==> src/rtl/ay_port_seq.sv <==
// ay_port_seq: turns AY-3-8910 register read/write requests into BK-0011M XT5 port transactions.
// Latency: acceptance edge to rsp_valid is 2*(SETUP_CYC+STB_CYC+HOLD_CYC)+1 cycles, or half+1 on an address-cache hit.
// Backpressure: req_ready is high only while idle; req_valid is ignored while busy and must be held until accepted.
//
// Ports:
//   clk, rst                  clock, synchronous active-high reset
//   req_valid/req_ready       request handshake; req_rd, req_addr, req_wdata captured on acceptance
//   rsp_valid, rsp_rdata      one-cycle completion pulse, read result (held between reads)
//   XT5_out_pin, XT5_in_pin   inverted port data pins (upper output byte always 8'hFF)
//   nSEL2, STROBE, DOUT, nWRTBT, busy   port control lines and activity flag
// Optional feature: define AY_ADDR_CACHE_EN to skip the address phase when the AY
// register number matches the one latched by the previous address phase.
//
// All outputs come from flops loaded with the decode of the current state, so
// the pins trail the internal state by one cycle. req_ready is the exception:
// it is loaded from the next state so that it drops on the acceptance edge.

module ay_port_seq #(
    parameter int unsigned SETUP_CYC = 2,
    parameter int unsigned STB_CYC   = 4,
    parameter int unsigned HOLD_CYC  = 2
) (
    input  logic        clk,
    input  logic        rst,
    input  logic        req_valid,
    output logic        req_ready,
    input  logic        req_rd,
    input  logic [3:0]  req_addr,
    input  logic [7:0]  req_wdata,
    output logic        rsp_valid,
    output logic [7:0]  rsp_rdata,
    output logic [15:0] XT5_out_pin,
    input  logic [15:0] XT5_in_pin,
    output logic        nSEL2,
    output logic        STROBE,
    output logic        DOUT,
    output logic        nWRTBT,
    output logic        busy
);

    typedef enum logic [2:0] {
        ST_IDLE,
        ST_A_SETUP,
        ST_A_STB,
        ST_A_HOLD,
        ST_X_SETUP,
        ST_X_STB,
        ST_X_HOLD
    } state_t;

    // Down-counter reload values: a state lasting N cycles is entered with N-1.
    localparam logic [3:0] SETUP_LD = 4'(SETUP_CYC - 1);
    localparam logic [3:0] STB_LD   = 4'(STB_CYC - 1);
    localparam logic [3:0] HOLD_LD  = 4'(HOLD_CYC - 1);

    state_t      state_q, state_d;
    logic [3:0]  cnt_q, cnt_d;

    logic        rd_q, rd_d;
    logic [3:0]  addr_q, addr_d;
    logic [7:0]  wdata_q, wdata_d;

    logic        req_ready_q, req_ready_d;
    logic        fin_q, fin_d;          // state just entered IDLE from X_HOLD
    logic        cap_q, cap_d;          // pins are showing the last X_STB cycle of a read
    logic [15:0] pins_q, pins_d;
    logic        nsel2_q, nsel2_d;
    logic        strobe_q, strobe_d;
    logic        dout_q, dout_d;
    logic        nwrtbt_q, nwrtbt_d;
    logic        busy_q, busy_d;
    logic        rsp_valid_q, rsp_valid_d;
    logic [7:0]  rsp_rdata_q, rsp_rdata_d;

    logic        accept;
    logic        phase_done;
    logic        cache_hit;
    logic [7:0]  in_hi_unused;

    assign accept       = req_valid && req_ready_q;
    assign phase_done   = (cnt_q == 4'd0);
    assign in_hi_unused = XT5_in_pin[15:8];

`ifdef AY_ADDR_CACHE_EN
    logic [3:0] last_addr_q, last_addr_d;
    logic       cache_vld_q, cache_vld_d;

    // The AY keeps its latched register number until the next LADDR, so the
    // cache only records addresses whose address phase actually completed.
    always_comb begin
        last_addr_d = last_addr_q;
        cache_vld_d = cache_vld_q;
        if (state_q == ST_A_HOLD && phase_done) begin
            last_addr_d = addr_q;
            cache_vld_d = 1'b1;
        end
    end

    always_ff @(posedge clk) begin
        if (rst) begin
            last_addr_q <= 4'h0;
            cache_vld_q <= 1'b0;
        end else begin
            last_addr_q <= last_addr_d;
            cache_vld_q <= cache_vld_d;
        end
    end

    assign cache_hit = cache_vld_q && (req_addr == last_addr_q);
`else
    assign cache_hit = 1'b0;
`endif

    // State register
    always_ff @(posedge clk) begin
        if (rst) begin
            state_q <= ST_IDLE;
            cnt_q   <= 4'h0;
        end else begin
            state_q <= state_d;
            cnt_q   <= cnt_d;
        end
    end

    // Next state and phase counter
    always_comb begin
        state_d = state_q;
        cnt_d   = cnt_q;
        case (state_q)
            ST_IDLE:    if (accept) state_d = cache_hit ? ST_X_SETUP : ST_A_SETUP;
            ST_A_SETUP: if (phase_done) state_d = ST_A_STB;
            ST_A_STB:   if (phase_done) state_d = ST_A_HOLD;
            ST_A_HOLD:  if (phase_done) state_d = ST_X_SETUP;
            ST_X_SETUP: if (phase_done) state_d = ST_X_STB;
            ST_X_STB:   if (phase_done) state_d = ST_X_HOLD;
            ST_X_HOLD:  if (phase_done) state_d = ST_IDLE;
            default:    state_d = ST_IDLE;
        endcase

        if (state_d != state_q) begin
            case (state_d)
                ST_A_SETUP, ST_X_SETUP: cnt_d = SETUP_LD;
                ST_A_STB,   ST_X_STB:   cnt_d = STB_LD;
                ST_A_HOLD,  ST_X_HOLD:  cnt_d = HOLD_LD;
                default:                cnt_d = 4'h0;
            endcase
        end else if (!phase_done) begin
            cnt_d = cnt_q - 4'd1;
        end
    end

    // Output decode; the result is registered below
    always_comb begin
        pins_d   = 16'hFFFF;
        nsel2_d  = 1'b1;
        strobe_d = 1'b0;
        dout_d   = 1'b1;
        nwrtbt_d = 1'b1;
        busy_d   = 1'b0;
        case (state_q)
            ST_A_SETUP, ST_A_STB, ST_A_HOLD: begin
                pins_d   = {8'hFF, ~{4'h0, addr_q}};
                nsel2_d  = 1'b0;
                nwrtbt_d = 1'b0;
                busy_d   = 1'b1;
                strobe_d = (state_q == ST_A_STB);
            end
            ST_X_SETUP, ST_X_STB, ST_X_HOLD: begin
                nsel2_d  = 1'b0;
                busy_d   = 1'b1;
                strobe_d = (state_q == ST_X_STB);
                if (rd_q) begin
                    dout_d = 1'b0;   // pins stay released so the AY can drive them
                end else begin
                    pins_d = {8'hFF, ~wdata_q};
                end
            end
            default: ;
        endcase

        fin_d       = (state_q == ST_X_HOLD) && phase_done;
        cap_d       = (state_q == ST_X_STB) && phase_done && rd_q;
        rsp_valid_d = fin_q;
        // Sampled at the end of the last strobe cycle seen on the pins.
        rsp_rdata_d = cap_q ? ~XT5_in_pin[7:0] : rsp_rdata_q;
        req_ready_d = (state_d == ST_IDLE);
    end

    // Request capture
    always_comb begin
        rd_d    = rd_q;
        addr_d  = addr_q;
        wdata_d = wdata_q;
        if (accept) begin
            rd_d    = req_rd;
            addr_d  = req_addr;
            wdata_d = req_wdata;
        end
    end

    always_ff @(posedge clk) begin
        if (rst) begin
            rd_q        <= 1'b0;
            addr_q      <= 4'h0;
            wdata_q     <= 8'h00;
            req_ready_q <= 1'b1;
            fin_q       <= 1'b0;
            cap_q       <= 1'b0;
            pins_q      <= 16'hFFFF;
            nsel2_q     <= 1'b1;
            strobe_q    <= 1'b0;
            dout_q      <= 1'b1;
            nwrtbt_q    <= 1'b1;
            busy_q      <= 1'b0;
            rsp_valid_q <= 1'b0;
            rsp_rdata_q <= 8'h00;
        end else begin
            rd_q        <= rd_d;
            addr_q      <= addr_d;
            wdata_q     <= wdata_d;
            req_ready_q <= req_ready_d;
            fin_q       <= fin_d;
            cap_q       <= cap_d;
            pins_q      <= pins_d;
            nsel2_q     <= nsel2_d;
            strobe_q    <= strobe_d;
            dout_q      <= dout_d;
            nwrtbt_q    <= nwrtbt_d;
            busy_q      <= busy_d;
            rsp_valid_q <= rsp_valid_d;
            rsp_rdata_q <= rsp_rdata_d;
        end
    end

    assign req_ready   = req_ready_q;
    assign rsp_valid   = rsp_valid_q;
    assign rsp_rdata   = rsp_rdata_q;
    assign XT5_out_pin = pins_q;
    assign nSEL2       = nsel2_q;
    assign STROBE      = strobe_q;
    assign DOUT        = dout_q;
    assign nWRTBT      = nwrtbt_q;
    assign busy        = busy_q;

endmodule

==> config.mk <==
export PLATFORM = sky130hd
export DESIGN_NAME = ay_port_seq
export DESIGN_NICKNAME = d
export VERILOG_FILES = /design/src/rtl/ay_port_seq.sv
export SDC_FILE = /design/constraint.sdc
export NUM_CORES = 1
export LEC_CHECK = 0
export BUFFER_PORTS_ARGS = -buffer_cell sky130_fd_sc_hd__buf_2
export CELL_PAD_IN_SITES_DETAIL_PLACEMENT = 0
export CELL_PAD_IN_SITES_GLOBAL_PLACEMENT = 1
export CORE_MARGIN = 2
export CORE_UTILIZATION = 32
export DETAILED_ROUTE_END_ITERATION = 10
export PLACE_DENSITY = 0.8
export SYNTH_ARGS = -nofsm -noshare
export SYNTH_HDL_FRONTEND = slang
export SYNTH_SLANG_ARGS = --single-unit
==> constraint.sdc <==
create_clock -name clk -period 1.4 [get_ports clk]
set_input_delay 0.14 -clock clk [delete_from_list [all_inputs] [get_ports clk]]
set_output_delay 0.14 -clock clk [all_outputs]
set_load 0.01 [all_outputs]
==> flow_summary_export.csv <==
group,metric,value,unit
sta,final-hold-violation-count,0,
floorplanning,dieArea,6060,µm²
routing,drt_wl_total,3.62,mm
global_routing,antenna_found_initial,0,
power,power_switching,1.50,mW
place,place_ws,-0.139,ns
logic_synthesis,synthMuxAreaShare,0.0115,
sta,fmax,680,MHz
hold_path,min_path_type,"in -> reg",
global_routing,gr-total-overflow,0,
logic_synthesis,synth-edff-count,0,
critical_path,start_kind,"flop",
logic_synthesis,yosys.cell_types.count,37,
power,p_per_area,1880,nW/µm²
clock_tree,path_clk_slew,0.08,ns
global_routing,grt_start_max_net_pins,17,
logic_synthesis,ys_seq_elements,45,
routing,drt_iter0_drc,42,
sta,drv_slew,0,
critical_path,cpPeakStageDelay,0.46,ns
finish,layout.nets,292,
floorplanning,die_h,77.8,µm
finish,fillers,533,
critical_path,endpoint,"cnt_q[0]$_SDFFE_PP0P_",
finish,diodes,0,
routing,antenna_left,0,
sta,finalCritPeriodShare,1.05,
routing,wl_per_cell,11.0,µm
critical_path,r2r-start,"cnt_q[0]$_SDFFE_PP0P_",
power,p_clk_frac,0.191,
logic_synthesis,synth_most_common_cell,"dfxtp_1",
floorplanning,rows,26,
routing,vias,1475,
floorplanning,io_pins,63,
sta,rsz0062_at_grt,"yes",
critical_path,crit_fanout,8,
floorplanning,initial_core_util,0.337,
logic_synthesis,yosys.area_share.adder,0.00717,
place,dp_hpwl,2.67,mm
place,place_congestion,0.826,
power,peakVddDrop,0.577,mV
logic_synthesis,syn-instance-count,196,
global_routing,grt_pass1_vias,1365,
logic_synthesis,yosysTopAreaCellShare,0.516,
routing,firstDrtPassIters,4,
clock_tree,clockBufferDepth,2,
logic_synthesis,synth_warnings,0,
clock_tree,clkSinkCount,45,
floorplanning,fp.dieW,77.8,µm
logic_synthesis,ys.flop_type,"dfxtp_1",
global_routing,track_usage,0.123,
logic_synthesis,syn_area,1740,µm²
critical_path,cp.arrival,1.69,ns
power,p_leak,0.954,nW
global_routing,grt_pass1_wl,6.01,mm
logic_synthesis,async_flop_share,0,
logic_synthesis,synth_top_cell_by_area,"dfxtp_1",
logic_synthesis,synth_xor_area_frac,0.0151,
routing,vias_per_cell,4.47,
sta,worst_slack,-0.0712,ns
clock_tree,clock_latency,0.30,ns
sta,setup_viol_count_final,4,
logic_synthesis,avgSynthCellArea,8.90,µm²
hold_path,hold_depth,2,
power,swShare,0.346,
sta,layout_min_cycle_time,1.47,ns
critical_path,r2r_end,"cnt_q[0]$_SDFFE_PP0P_",
logic_synthesis,synth_top_family_by_area,"simple AND/OR/NAND/NOR gates",
flow_run,maxCapViolations,0,
critical_path,path_class,"reg -> reg",
power,pwr-share-seq,0.392,
logic_synthesis,yosysSeqAreaShare,0.516,
floorplanning,core_area,5170,µm²
clock_tree,cts_tree,"yes",
critical_path,crit_slowest_cell,"or3b_4",
logic_synthesis,synth.area.top_cells,"dfxtp_1, nand2_1, a21oi_1",
power,p_total,4.34,mW
clock_tree,cts_buffers,5,
sta,finalClockSkew,0.00759,ns
critical_path,required,1.62,ns
critical_path,worstSetupEndpointType,"flop",
routing,drc_errors,0,
critical_path,path_cells,"inv_2, ha_4, or3b_4, o221ai_4, mux2i_1",
sta,holdWs,0.0218,ns
finish,final_layout_size_suffix_gt1_frac,0.369,
critical_path,reg2reg_slack,-0.07,ns
finish,area_growth,32.4,%
clock_tree,cts_root_buf,"clkbuf_8",
critical_path,r2r_cells,5,
logic_synthesis,synth_simple_gate_area_frac,0.213,
power,pwr-share-comb,0.417,
power,intPower,2.84,mW
status,outcome,"complete, but fails checks",
critical_path,cp-startpoint,"cnt_q[0]$_SDFFE_PP0P_",
place,numPortBuffers,46,
status,violations,"negative setup slack",
clock_tree,htree_num_levels,2,
logic_synthesis,synth_compound_area_frac,0.158,
logic_synthesis,synth_commonest_cells,"dfxtp_1, nand2_1, a21oi_1",
## kinds of logic (layout without fill, tap and decap cells)
family / after synthesis / in the layout
AOI/OAI and AO/OA: 42 / 42
xor gates and xnor gates: 3 / 3
adders and majority gates: 1 / 1
buffers and inverters: 25 / 82
DFF: 45 / 45
muxes: 2 / 2
other: 1 / 8
and+or+nand+nor: 77 / 77
## final cells by class
class                           count  area [µm²]  share of cell area
Timing Repair Buffer               69         403               0.175
Multi-Input combinational cell    133         798               0.346
Clock inverter                      2        13.8             0.00596
Clock buffer                        6        82.6              0.0358
Sequential cell                    45         905               0.392
Tap cell                           70        87.6              0.0379
Inverter                            5        18.8             0.00813
## stage by stage
| stage | setup TNS (ns) | area [µm²] | instances | util |
|---|---|---|---|---|
| 2_1_floorplan | -0.0476 | 1800 | 203 | - |
| 3_3_place_gp | -0.184 | 2160 | 320 | 0.417 |
| 3_5_place_dp | -0.404 | 2160 | 320 | 0.417 |
| 4_1_cts | -0.235 | 2270 | 329 | 0.439 |
| 5_1_grt | -0.438 | 2310 | 330 | 0.446 |
| 6_report | -0.152 | 2310 | 330 | 0.446 |
## flip-flops by register name (all words and copies together) (netlist names), 3 cells and up
name         flops
rsp_rdata        8
state_q          3
addr_q           4
wdata_q          8
XT5_out_pin      8
cnt_q            4
## power by group through the flow
stage / Sequential (mW) / Clock (mW) / Combinational, mW
after floorplan: 1.69 / 0 / 1.13
after global routing: 1.74 / 0.925 / 2.00
after global placement: 1.70 / 0 / 1.68
final: 1.70 / 0.829 / 1.81
after detailed placement: 1.70 / 0 / 1.71
after CTS: 1.67 / 0.859 / 1.75
## metal layers
metal | wire, µm | global-route usage | vias to the layer above
met1 | 1730 | 0.151 | 650
met2 | 1580 | 0.197 | 42
met3 | 250 | 0.0419 | 6
li1 | - | - | 777
met4 | 61 | 0.0482 | 0
met5 | 0 | 0 | -
## cells in the final DEF (no fill, tap or decap), drive strengths merged, types with 3 or more instances in the layout
cell    synthesis  layout
buf            11      69
dfxtp          45      45
nand2          36      36
a21oi          19      19
nor2           17      17
a211oi          8       8
conb            1       8
clkbuf          9       6
nor2b           5       5
o221ai          5       5
inv             5       5
nor3            5       5
nand2b          3       3
xnor2           3       3
o21ai           3       3
## timing repair
action | in CTS | in global routing
hold buffers | 0 | 0
endpoints found under the setup margin | 7 | 13
cloned | 0 | 0
buffers inserted | 1 | 2
resized for setup | 2 | 10
pin swaps | 2 | 4
## worst min-delay path by stage
stage / start / to / slack [ns]
5_1_grt: XT5_in_pin[7] / rsp_rdata[7]$_SDFFE_PP0P_ / 0.01
3_3_place_gp: XT5_in_pin[1] / rsp_rdata[1]$_SDFFE_PP0P_ / 0.33
4_1_cts: XT5_in_pin[0] / rsp_rdata[0]$_SDFFE_PP0P_ / 0.01
2_1_floorplan: XT5_in_pin[4] / rsp_rdata[4]$_SDFFE_PP0P_ / 0.24
3_5_place_dp: XT5_in_pin[1] / rsp_rdata[1]$_SDFFE_PP0P_ / 0.33
6_report: XT5_in_pin[6] / rsp_rdata[6]$_SDFFE_PP0P_ / 0.02
## critical path: cells and delay by family, from the launching register on
kind            cells  cell delay (ns)
compound gates      1             0.21
flops               1             0.33
mux                 1             0.20
buf+inv             1             0.06
simple gates        1             0.46
fa+ha+maj           1             0.13
No activity file was read; power rests on OpenSTA's default activity.
